[config.mk]
export PLATFORM = sky130hd
export DESIGN_NAME = divider_inverse
export DESIGN_NICKNAME = d
export VERILOG_FILES = /design/src/rtl/divider_inverse.sv
export SDC_FILE = /design/constraint.sdc
export NUM_CORES = 1
export LEC_CHECK = 0
export ABC_CLOCK_PERIOD_IN_PS = 3400
export CORE_MARGIN = 1
export CORE_UTILIZATION = 55
export DETAILED_ROUTE_END_ITERATION = 8
export PLACE_DENSITY = 0.78
export SLEW_MARGIN = 10
export SYNTH_ARGS = -nofsm -noshare
export SYNTH_HDL_FRONTEND = slang
export SYNTH_SLANG_ARGS = --single-unit
export TNS_END_PERCENT = 100
[constraint.sdc]
create_clock -name clk_in -period 3.4 [get_ports clk_in]
set_input_delay 0.68 -clock clk_in [delete_from_list [all_inputs] [get_ports clk_in]]
set_output_delay 0.68 -clock clk_in [all_outputs]
set_load 0.05 [all_outputs]
[src/rtl/divider_inverse.sv]
// Iterative shift-and-add reconstructor: dividend = quotient * divisor + remainder.
// One multiplier bit per cycle, fixed latency of WIDTH+1 cycles, single-cycle valid pulse.
`timescale 1ns/1ps

module divider_inverse #(
    parameter int unsigned WIDTH = 9
) (
    input  logic                 clk_in,
    input  logic                 rst_in,
    input  logic [WIDTH-1:0]     quotient_in,
    input  logic [WIDTH-1:0]     divisor_in,
    input  logic [WIDTH-1:0]     remainder_in,
    input  logic                 data_valid_in,
    output logic [WIDTH-1:0]     dividend_out,
    output logic [2*WIDTH-1:0]   product_full_out,
    output logic                 overflow_out,
    output logic                 error_out,
    output logic                 busy_out,
    output logic                 data_valid_out
);

    localparam int unsigned CntW = $clog2(WIDTH + 1);
    localparam logic [CntW-1:0] LastIter = CntW'(WIDTH - 1);

    typedef enum logic [1:0] {
        StIdle,
        StRun,
        StDone
    } state_e;

    state_e               state;
    logic [2*WIDTH-1:0]   acc;
    logic [2*WIDTH-1:0]   mcand;
    logic [WIDTH-1:0]     mplier;
    logic [CntW-1:0]      count;
    logic                 err_q;

    always_ff @(posedge clk_in) begin
        if (rst_in) begin
            state            <= StIdle;
            acc              <= '0;
            mcand            <= '0;
            mplier           <= '0;
            count            <= '0;
            err_q            <= 1'b0;
            dividend_out     <= '0;
            product_full_out <= '0;
            overflow_out     <= 1'b0;
            error_out        <= 1'b0;
            busy_out         <= 1'b0;
            data_valid_out   <= 1'b0;
        end else begin
            data_valid_out <= 1'b0;
            unique case (state)
                StIdle: begin
                    if (data_valid_in) begin
                        // Remainder seeds the accumulator so the add comes for free.
                        acc      <= {{WIDTH{1'b0}}, remainder_in};
                        mcand    <= {{WIDTH{1'b0}}, divisor_in};
                        mplier   <= quotient_in;
                        count    <= '0;
                        err_q    <= (remainder_in >= divisor_in);
                        busy_out <= 1'b1;
                        state    <= StRun;
                    end
                end
                StRun: begin
                    // Max result is 2^(2W) - 2^W, so acc cannot wrap.
                    if (mplier[0]) begin
                        acc <= acc + mcand;
                    end
                    mcand  <= mcand << 1;
                    mplier <= mplier >> 1;
                    count  <= count + 1'b1;
                    if (count == LastIter) begin
                        state <= StDone;
                    end
                end
                StDone: begin
                    product_full_out <= acc;
                    dividend_out     <= acc[WIDTH-1:0];
                    overflow_out     <= |acc[2*WIDTH-1:WIDTH];
                    error_out        <= err_q;
                    data_valid_out   <= 1'b1;
                    busy_out         <= 1'b0;
                    state            <= StIdle;
                end
                default: begin
                    state <= StIdle;
                end
            endcase
        end
    end

endmodule
# Yosys cells after proc, flatten, opt, wreduce, memory -nomap -nowiden
# Cells that the tools add are included.
[classes] reduce_logical=9 add_sub_neg=2 muxes=15 n_lt_le_gt_ge=1 eq_ne=6
[op_table] cell="$pmux W18 S2" count=2
[op_table] cell="$mux W18" count=3
[op_table] cell="$add A18 B18 Y18" count=1
[op_table] cell="$pmux W9 S2" count=1
[op_table] cell="$ge A9 B9 Y1" count=1
[op_table] cell="$mux W9" count=1
[op_table] cell="$reduce_or A9 Y1" count=1
[op_table] cell="$pmux W4 S2" count=1
[op_table] cell="$reduce_and A2 Y1" count=4
[op_table] cell="$ne A2 B2 Y1 const B" count=3
[op_table] cell="$add A4 B1 Y4 const B" count=1
[op_table] cell="$eq A4 B4 Y1 const B" count=1
[op_table] cell="$mux W2" count=2
[op_table] cell="$mux W4" count=1
[op_table] cell="$pmux W2 S2" count=1
[op_table] cell="$reduce_bool A2 Y1" count=2
[op_table] cell="$reduce_and A3 Y1" count=1
[op_table] cell="$eq A2 B1 Y1 const B" count=1
[op_table] cell="$eq A2 B2 Y1 const B" count=1
[op_table] cell="$logic_not A2 Y1" count=1
[op_table] cell="$mux W1" count=2
[op_table] cell="$pmux W1 S2" count=1
[totals] inputBits=30 wordCells=45 output_inout_bits=31 register_bits=83

# Depth between registers and ports, before layout
# Gate-level depths: netlist of the first run.
[logic_depth] ltp_word=3 ltp_mapped=9 ltp_nobuf=9

# Worst setup path after synthesis of the first run
# OpenSTA, ideal clock, no wires.
[synth_timing] path_kind="input to register" from="input remainder_in[0]" to="register err_q" cell_stages=9 required_time_ps=3266 setup_slack_ps=1055 n_path_buf=0 setup_ps=134 t_arrival_ps=2212 cell_sequence="inv_1 ha_1 nand2b_1 a21o_1 a21o_1 a21o_1 a21o_1 a2111oi_0 o22ai_1"
[synth_via] elab_chain_cells=1
[synth_rtl] element="start, declared" line_no="12" source="input logic [WIDTH-1:0] remainder_in,"
[synth_rtl] element="$ge A9 B9 Y1" line_no="62" source="err_q <= (remainder_in >= divisor_in);"
[synth_rtl] element="end signal, assigned" line_no="62"
[synth_rtl] element="end, declared" line_no="36" source="logic err_q;"
# No other way between the ends.
# A chain may end at the register's enable or synchronous reset.

# Final worst setup path of the first run
# Ends and elaborated chain as after synthesis.

==> results of run 1 <==
## cell usage after synthesis, drive strengths merged, types with 4 or more instances
master / number
buf: 17
a21o: 10
nor2: 46
mux2i: 4
xnor2: 9
nand2b: 6
a21oi: 50
o21bai: 5
nand3: 20
nand2: 111
dfxtp: 74
a2111oi: 5
nor3: 7
inv: 23
o31ai: 6
a311oi: 24
clkbuf: 22
o21ai: 18
a211oi: 4
ha: 28
## layout make-up
type | count | area (um^2)
Sequential cell | 74 | 1480
Timing Repair Buffer | 66 | 641
Tap cell | 96 | 120
Clock inverter | 7 | 124
Multi-Input combinational cell | 386 | 2300
Fill cell | 598 | 2070
Clock buffer | 9 | 124
Inverter | 23 | 86.3
## cells by family after synthesis
kind of cell               Yosys count  share of synthesized area, %
AOI/OAI and AO/OA                  139                          22.7
buffers and inverters               62                          6.88
adders and majority gates           29                          9.14
xor gates and xnor gates            11                          2.38
and+or+nand+nor                    203                          21.3
muxes                                4                         0.988
DFF                                 74                          36.6
## worst max path at each step
| stage | slack [ns] | depth (start not counted) | end | startpoint |
|---|---|---|---|---|
| floorplan | 1.05 | 9 | err_q$_SDFFE_PP0P_ | remainder_in[0] |
| CTS | 0.81 | 10 | err_q$_SDFFE_PP0P_ | remainder_in[0] |
| global route | 0.61 | 10 | err_q$_SDFFE_PP0P_ | remainder_in[0] |
| detailed placement | 0.41 | 10 | err_q$_SDFFE_PP0P_ | remainder_in[0] |
| finish | 0.81 | 10 | err_q$_SDFFE_PP0P_ | remainder_in[0] |
| global placement | 0.50 | 10 | err_q$_SDFFE_PP0P_ | remainder_in[0] |
## power by group through the flow
stage	clock network (uW)	logic, uW	registers [uW]
global placement	0	285	956
global route	899	333	944
detailed placement	0	294	958
finish	851	298	938
floorplan	0	205	949
CTS	859	297	937
## per-stage QoR
stage          instances  hold WS (ns)  power, uW
5_1_grt              661         0.478       2180
4_1_cts              661         0.458       2090
3_5_place_dp         645         0.447       1250
2_1_floorplan        522         0.431       1150
3_3_place_gp         645         0.442       1240
6_report             661         0.458       2090
## critical path, cell delays in order
cell and delay [ns]:
clkdlybuf4s50_1 0.48, inv_1 0.05, ha_1 0.26, nand2b_1 0.15
a21o_1 0.17, a21o_1 0.16, a21o_1 0.17, a21o_1 0.16
a2111oi_0 0.37, o22ai_1 0.15
## routing by layer
metal | global-route usage [%] | vias to the layer above | part of all wire, %
met5 | 0 | - | 0
met2 | 45.0 | 141 | 46
met3 | 4.34 | 17 | 6.6
met4 | 9.39 | 0 | 1.6
met1 | 36.9 | 1746 | 46
li1 | - | 1894 | -
## sequential cells by signal, indices dropped and copies added, names as in the netlist, 2 cells and up
signal and count:
acc 18, count 4, dividend_out 8, mcand 18, mplier 9, product_full_out 10, state 2
==> flow_metrics.env, run 1 <==
export IMPL_r2r_end="acc[16]$_SDFFE_PP0P_"
export IMPL_syn_area_per_cell_um2=7.76
export IMPL_required_ns=3.61
export IMPL_grt_start_max_net_pins=61
export IMPL_vias_per_cell=5.75
export IMPL_r2r_start="mcand[0]$_SDFFE_PP0P_"
export IMPL_fmax_mhz=386
export IMPL_final_common_cell="nand2_1"
export IMPL_start_util_pct=58.4
export IMPL_cts_sinks=74
export IMPL_static_leakage_power_uw=0.00189
export IMPL_cts_max_level=3
export IMPL_setup_viol=0
export IMPL_holdCritStartpoint="product_full_out[16]$_SDFFE_PP0P_"
export IMPL_clock_power_share_pct=40.8
export IMPL_ant_nets=0
export IMPL_p_int_uw=1520
export IMPL_synth_enable_flop_cells=0
export IMPL_startpoint_type="input port"
export IMPL_die_area_um2=7720
export IMPL_cts_resized=0
export IMPL_nNetsFinal=619
export IMPL_reg2regPathDepth=10
export IMPL_synth_top_area_share_pct=36.6
export IMPL_period_minus_slack_ns=2.59
export IMPL_power_density_nw_per_um2=428
export IMPL_cts_buffers_inserted=9
export IMPL_antenna_found_initial=0
export IMPL_grt_remaining_overflow=0
export IMPL_p_sw_share_pct=27.0
export IMPL_detail_route_wl_per_cell_um=14.9
export IMPL_drv_slew=0
export IMPL_first_pass_iters=5
export IMPL_vias=3798
export IMPL_yosysTopAreaCell="dfxtp_1"
export IMPL_pre_cts_slack_ns=0.415
export IMPL_p_sw_uw=564
export IMPL_fin_area_um2=4870
export IMPL_whs_path_depth=2
export IMPL_dp_hpwl_um=7180
export IMPL_cts_max_path_buffers=2
export IMPL_end_kind="flip-flop"
export IMPL_boundaryPins=61
export IMPL_yosysSeqAreaShare_pct=36.6
export IMPL_async_reset_ff_share_pct=0
export IMPL_status="finished, final reports clean"
export IMPL_syn_area_um2=4050
export IMPL_cts_tree="done"
export IMPL_final_util_pct=70.2
export IMPL_power_frac_comb_pct=14.3
export IMPL_numPortBuffers=60
export IMPL_critPathMaxFanout=2
export IMPL_synth_main_ff_cell="dfxtp_1"
export IMPL_grt_use_total_pct=27.5
export IMPL_grt_pass1_vias=3463
export IMPL_hp_class="flip-flop to flip-flop"
export IMPL_dieHeight_um=87.8
export IMPL_place_area_um2=4630
export IMPL_synthTopCellsByArea="dfxtp_1 37%, nand2_1 10%, ha_1 8.6%"
export IMPL_fp_row_count=30
export IMPL_final_cell_mix="111 x nand2_1, 74 x dfxtp_1, 59 x clkdlybuf4s50_1"
export IMPL_tightest_slew_ns=1.01
export IMPL_drive_gt1_share_pct=5.13
export IMPL_hold_violations=0
export IMPL_ys_ff_latch=74
export IMPL_finClkSkew_ns=0.00983
export IMPL_clk_latency_ns=0.35
export IMPL_crit_type="input port to flip-flop"
export IMPL_ys_types=48
export IMPL_cts_setup_buffers=0
export IMPL_wl_um=9840
export IMPL_rsz0062_at_grt="false"
export IMPL_drcViolationCount=0
export IMPL_cts_root_buf="clkbuf_8"
export IMPL_fin_ws_ns=0.809
export IMPL_r2r_setup_slack_ns=0.83
export IMPL_arrival_ns=2.80
export IMPL_yosysWarnings=0
export IMPL_syn_to_final_growth_pct=20.3
export IMPL_antenna_cells=0
export IMPL_syn_nets=581
export IMPL_max_slew_margin_rel_pct=32.4
export IMPL_cap_viol_max_count=0
export IMPL_min_period_over_period_pct=76.2
export IMPL_p_seq_share_pct=45.0
export IMPL_place_congestion=0.905
export IMPL_grt_first_pass_wirelength_um=16200
export IMPL_drt_initial_drc_count=217
export IMPL_clk_pin_slew_ns=0.08
export IMPL_coreArea_um2=6940
export IMPL_die_x_um=87.8
export IMPL_cts_hold_buf=0
export IMPL_syn_instance_count=522
export IMPL_hold_path_endpoint="product_full_out[16]$_SDFFE_PP0P_"
export IMPL_irDropWorstVdd_v=0.000253
export IMPL_tns_ns=0
Power figures use the tool's default switching activity.
==> run 2, diff against run 1 <==
--- a/config.mk
+++ b/config.mk
@@ -5,11 +5,11 @@
 export SDC_FILE = /design/constraint.sdc
 export NUM_CORES = 1
 export LEC_CHECK = 0
-export ABC_CLOCK_PERIOD_IN_PS = 3400
+export ABC_CLOCK_PERIOD_IN_PS = 2700
 export CORE_MARGIN = 1
-export CORE_UTILIZATION = 55
+export CORE_UTILIZATION = 54
 export DETAILED_ROUTE_END_ITERATION = 8
-export PLACE_DENSITY = 0.78
+export PLACE_DENSITY = 0.77
 export SLEW_MARGIN = 10
 export SYNTH_ARGS = -nofsm -noshare
 export SYNTH_HDL_FRONTEND = slang
==> constraint.sdc (replaced) <==
create_clock -name clk_in -period 2.7 [get_ports clk_in]
set_input_delay 0.54 -clock clk_in [delete_from_list [all_inputs] [get_ports clk_in]]
set_output_delay 0.54 -clock clk_in [all_outputs]
set_load 0.05 [all_outputs]
==> run 2 against run 1 <==
Compared with the run above:
- die area grew 1.8%
- sequential power is 26% higher
- clock skew down 0.0022 ns
- count of clock-buffer cells in the layout is 1 higher
- cell count rose by 1.1%
- setup slack got worse by 0.60 ns
- clock power down 7.8%
- first-iteration DRC count down 1.8%
- sequential cell count did not move
- critical path type is now flip-flop to flip-flop
==> flow_metrics.env, run 2 (synthesis results as in run 1) <==
export IMPL_vias=3748
export IMPL_p_total_uw=2340
export IMPL_wl_um=9580
export IMPL_nNetsFinal=623
export IMPL_startpoint_type="flip-flop"
export IMPL_finClkSkew_ns=0.00760
export IMPL_first_pass_iters=4
export IMPL_antenna_found_initial=0
export IMPL_r2r_start="acc[0]$_SDFFE_PP0P_"
export IMPL_power_density_nw_per_um2=484
export IMPL_hold_violations=0
export IMPL_slowest_stage="fa_1"
export IMPL_cts_root_buf="clkbuf_8"
export IMPL_drcViolationCount=0
export IMPL_rsz0062_at_grt="false"
export IMPL_grt_remaining_overflow=0
export IMPL_period_minus_slack_ns=2.49
export IMPL_coreArea_um2=7250
export IMPL_boundaryPins=61
export IMPL_clk_latency_ns=0.35
export IMPL_arrival_ns=2.73
export IMPL_r2r_setup_slack_ns=0.21
export IMPL_cts_tree="done"
export IMPL_cts_hold_buf=0
export IMPL_die_x_um=88.6
export IMPL_syn_to_final_growth_pct=19.4
export IMPL_dieHeight_um=88.6
export IMPL_pre_cts_slack_ns=-0.164
export IMPL_grt_use_total_pct=25.7
export IMPL_crit_type="flip-flop to flip-flop"
export IMPL_status="finished, final reports clean"
export IMPL_critPathTopFamily="compound AO/OA/AOI/OAI gates"
export IMPL_fp_row_count=31
export IMPL_ant_nets=0
export IMPL_cts_sinks=74
export IMPL_clk_pin_slew_ns=0.08
export IMPL_critPathMaxFanout=4
export IMPL_start_util_pct=55.9
export IMPL_vias_per_cell=5.61
export IMPL_numPortBuffers=60
export IMPL_fillCellCount=636
export IMPL_end_kind="flip-flop"
export IMPL_grt_start_max_net_pins=61
export IMPL_min_period_over_period_pct=92.1
export IMPL_detail_route_wl_per_cell_um=14.3
export IMPL_fmax_mhz=402
export IMPL_whs_path_depth=2
export IMPL_required_ns=2.95
export IMPL_drv_slew=0
export IMPL_top_regs="acc (18), mcand (18), product_full_out (10)"
export IMPL_place_congestion=0.909
export IMPL_tightest_slew_ns=0.671
export IMPL_cts_max_level=3
export IMPL_die_area_um2=7860
export IMPL_cts_buffers_inserted=9
export IMPL_reg2regPathDepth=9
export IMPL_grt_first_pass_wirelength_um=15500
export IMPL_cts_max_path_buffers=2
export IMPL_static_leakage_power_uw=0.00187
export IMPL_setup_viol=0
export IMPL_antenna_cells=0
export IMPL_hp_class="flip-flop to flip-flop"
export IMPL_drive_gt1_share_pct=5.80
export IMPL_max_slew_margin_rel_pct=55.2
export IMPL_irDropWorstVdd_v=0.000262
export IMPL_dp_hpwl_um=7040
export IMPL_fin_ws_ns=0.214
export IMPL_cp_num_buf_inv=0
export IMPL_cp_common_cell="o31ai_1"
export IMPL_holdCritStartpoint="product_full_out[11]$_SDFFE_PP0P_"
export IMPL_grt_pass1_vias=3431
export IMPL_r2r_end="acc[16]$_SDFFE_PP0P_"
export IMPL_path_cells="ha_1 -> fa_1 -> a21oi_1 -> o31ai_1 -> a21oi_2 -> o31ai_1 -> o211ai_1 -> nand3_1 -> a32o_1"
export IMPL_hold_path_endpoint="product_full_out[11]$_SDFFE_PP0P_"
export IMPL_max_stage_delay_ns=0.40
export IMPL_final_cell_mix="111 x nand2_1, 74 x dfxtp_1, 59 x clkdlybuf4s50_1"
export IMPL_drt_initial_drc_count=213
export IMPL_cap_viol_max_count=0
export IMPL_final_common_cell="nand2_1"
## run 2: worst max path at each step
stage | startpoint | to | slack [ns] | cells after the start
after floorplan | acc[0]$_SDFFE_PP0P_ | acc[16]$_SDFFE_PP0P_ | 0.41 | 9
after global placement | remainder_in[0] | err_q$_SDFFE_PP0P_ | -0.07 | 10
after detailed placement | remainder_in[0] | err_q$_SDFFE_PP0P_ | -0.16 | 10
after CTS | acc[0]$_SDFFE_PP0P_ | acc[16]$_SDFFE_PP0P_ | 0.16 | 9
after global routing | acc[10]$_SDFFE_PP0P_ | acc[17]$_SDFFE_PP0P_ | 0.04 | 8
final | acc[0]$_SDFFE_PP0P_ | acc[16]$_SDFFE_PP0P_ | 0.21 | 9
## run 2: final cells by class
| cell class | instances | area [um^2] | share of cell area [%] |
|---|---|---|---|
| Inverter | 23 | 86.3 | 1.78 |
| Clock buffer | 10 | 138 | 2.84 |
| Timing Repair Buffer | 70 | 671 | 13.9 |
| Multi-Input combinational cell | 386 | 2300 | 47.5 |
| Tap cell | 99 | 124 | 2.56 |
| Clock inverter | 6 | 41.3 | 0.853 |
| Sequential cell | 74 | 1480 | 30.6 |
## run 2: report_power, final
group / leakage (uW) / internal [uW] / switching [uW]
sequential: 0.000603 / 1140 / 42.8
clock: 0.0000847 / 358 / 427
combinational: 0.00119 / 159 / 219
total: 0.00187 / 1660 / 689
## run 2: layer usage
layer	wire length, um	vias up	GRT usage (%)
li1	-	1902	-
met1	4440	1710	33.6
met2	4480	120	41.8
met3	505	16	4.01
met4	158	0	11.6
met5	0	-	0
## run 2: stage by stage
step	hold slack, ns	utilization, %	TNS, ns	cells	cell area [um^2]
floorplan	0.431	-	0	522	4050
global placement	0.442	64.2	-0.0658	652	4660
detailed placement	0.447	64.2	-0.164	652	4660
CTS	0.458	66.7	0	668	4840
global route	0.474	66.7	0	668	4840
finish	0.455	66.7	0	668	4840
## run 2: worst min-delay path, delay by kind of cell (launching register included)
| kind | cells | cell delay [ns] |
|---|---|---|
| compound gates | 1 | 0.05 |
| flops | 1 | 0.31 |
| simple gates | 1 | 0.05 |
## run 2: timing repair
item                                    CTS  global route
gates resized for setup                   0             1
endpoints found under the setup margin    0             2
buffers inserted                          0             0
endpoints found under the hold margin     0             0
==> run 3, diff against run 2 <==
--- a/config.mk
+++ b/config.mk
@@ -5,11 +5,11 @@
 export SDC_FILE = /design/constraint.sdc
 export NUM_CORES = 1
 export LEC_CHECK = 0
-export ABC_CLOCK_PERIOD_IN_PS = 2700
+export ABC_CLOCK_PERIOD_IN_PS = 3000
 export CORE_MARGIN = 1
-export CORE_UTILIZATION = 54
+export CORE_UTILIZATION = 45
 export DETAILED_ROUTE_END_ITERATION = 8
-export PLACE_DENSITY = 0.77
+export PLACE_DENSITY = 0.65
 export SLEW_MARGIN = 10
 export SYNTH_ARGS = -nofsm -noshare
 export SYNTH_HDL_FRONTEND = slang
==> constraint.sdc (replaced) <==
create_clock -name clk_in -period 3 [get_ports clk_in]
set_input_delay 0.6 -clock clk_in [delete_from_list [all_inputs] [get_ports clk_in]]
set_output_delay 0.6 -clock clk_in [all_outputs]
set_load 0.05 [all_outputs]
==> run 3 against run 2 <==
Compared with the run above:
- combinational power decreased by 12%
- sequential share of layout area increased by 0.10 points
- register-to-register slack improved by 0.20 ns
- maximum frequency decreased by 3.8%
- worst hold slack about the same
- via count decreased by 1.5%
- non-clock buffer count decreased by 2
- core utilization decreased by 11 points
- sequential cell count unchanged
- critical endpoint unchanged
==> flow_metrics.env, run 3 (synthesis results as in run 1) <==
export IMPL_tightest_slew_ns=0.717
export IMPL_cts_tree="done"
export IMPL_detail_route_wl_per_cell_um=14.2
export IMPL_start_util_pct=46.5
export IMPL_whs_path_depth=2
export IMPL_slowest_stage="fa_1"
export IMPL_clk_latency_ns=0.35
export IMPL_static_leakage_power_uw=0.00186
export IMPL_fin_ws_ns=0.415
export IMPL_antenna_cells=0
export IMPL_vias=3693
export IMPL_startpoint_type="flip-flop"
export IMPL_critPathMaxFanout=4
export IMPL_dieHeight_um=96.9
export IMPL_cts_max_path_buffers=2
export IMPL_cts_sinks=74
export IMPL_arrival_ns=2.84
export IMPL_cts_buffers_inserted=9
export IMPL_min_period_over_period_pct=86.2
export IMPL_place_inst=659
export IMPL_power_density_nw_per_um2=431
export IMPL_antenna_found_initial=0
export IMPL_cts_max_level=3
export IMPL_first_pass_iters=4
export IMPL_die_area_um2=9390
export IMPL_pre_cts_slack_ns=0.0822
export IMPL_syn_to_final_growth_pct=19.0
export IMPL_grt_pass1_vias=3459
export IMPL_grt_start_max_net_pins=68
export IMPL_cts_setup_buffers=0
export IMPL_reg2regPathDepth=9
export IMPL_clk_pin_slew_ns=0.08
export IMPL_drcViolationCount=0
export IMPL_coreArea_um2=8720
export IMPL_final_cell_mix="111 x nand2_1, 74 x dfxtp_1, 59 x clkdlybuf4s50_1"
export IMPL_finClkSkew_ns=0.0110
export IMPL_whs_ns=0.455
export IMPL_top_regs="acc (18), mcand (18), product_full_out (10)"
export IMPL_nNetsFinal=621
export IMPL_place_congestion=0.877
export IMPL_fillCellCount=864
export IMPL_numPortBuffers=60
export IMPL_cts_resized=0
export IMPL_max_slew_margin_rel_pct=52.2
export IMPL_end_kind="flip-flop"
export IMPL_cts_hold_buf=0
export IMPL_grt_first_pass_wirelength_um=16200
export IMPL_rsz0062_at_grt="false"
export IMPL_fp_row_count=34
export IMPL_r2r_setup_slack_ns=0.42
export IMPL_cap_viol_max_count=0
export IMPL_grt_remaining_overflow=0
export IMPL_ant_nets=0
export IMPL_cts_root_buf="clkbuf_8"
export IMPL_required_ns=3.25
export IMPL_grt_use_total_pct=21.1
export IMPL_drive_gt1_share_pct=5.29
export IMPL_max_stage_delay_ns=0.40
export IMPL_setup_viol=0
export IMPL_wl_um=9600
export IMPL_period_minus_slack_ns=2.58
export IMPL_stdcell_count=675
export IMPL_dp_hpwl_um=6960
export IMPL_tns_ns=0
export IMPL_drt_initial_drc_count=173
export IMPL_die_x_um=96.9
export IMPL_drv_slew=0
export IMPL_final_common_cell="nand2_1"
export IMPL_status="finished, final reports clean"
export IMPL_fmax_mhz=387
export IMPL_hp_class="flip-flop to flip-flop"
export IMPL_path_cells="ha_1 -> fa_1 -> a21oi_1 -> o31ai_1 -> a21oi_1 -> o31ai_1 -> o211ai_1 -> nand3_1 -> a32o_1"
export IMPL_boundaryPins=61
export IMPL_irDropWorstVdd_v=0.000296
export IMPL_crit_type="flip-flop to flip-flop"
export IMPL_vias_per_cell=5.47
export IMPL_hold_violations=0
run 3: power breakdown:
group	switching (uW)	internal, uW	leakage [uW]
Combinational	191	142	0.00118
Clock	385	296	0.0000810
Sequential	38.7	1020	0.000603
Total	614	1460	0.00186
run 3: area by class of cell:
type                            instances  area, um^2  area share (%)
Tap cell                              108         135            2.80
Multi-Input combinational cell        386        2290            47.6
Inverter                               23        86.3            1.79
Clock inverter                          7        46.3           0.960
Sequential cell                        74        1480            30.7
Clock buffer                            9         124            2.57
Timing Repair Buffer                   68         656            13.6
run 3: worst max-delay path: cells and delay by family, from the launching register on:
family / cells / cell delay [ns]
and+or+nand+nor: 1 / 0.12
AOI/OAI and AO/OA: 6 / 1.37
adders and majority gates: 2 / 0.64
DFF: 1 / 0.35
run 3: per-stage QoR:
stage                     total power, uW  cell area, um^2  util [%]
after global placement               1410             4650      53.4
after global routing                 2200             4820      55.3
after CTS                            2100             4820      55.3
after floorplan                      1310             4050         -
after detailed placement             1420             4650      53.4
final                                2080             4820      55.3
run 3: worst paths after layout:
kind / startpoint / endpoint
max: acc[0]$_SDFFE_PP0P_ / acc[16]$_SDFFE_PP0P_
min: product_full_out[14]$_SDFFE_PP0P_ / product_full_out[14]$_SDFFE_PP0P_
max reg2reg: acc[0]$_SDFFE_PP0P_ / acc[16]$_SDFFE_PP0P_
min reg2reg: product_full_out[14]$_SDFFE_PP0P_ / product_full_out[14]$_SDFFE_PP0P_
run 3: metal layers:
metal / vias up / part of all wire (%) / GRT usage (%)
li1: 1891 / - / -
met1: 1701 / 47 / 27.7
met2: 93 / 46 / 33.9
met3: 8 / 6.3 / 5.49
met4: 0 / 0.95 / 6.31
met5: - / 0 / 0
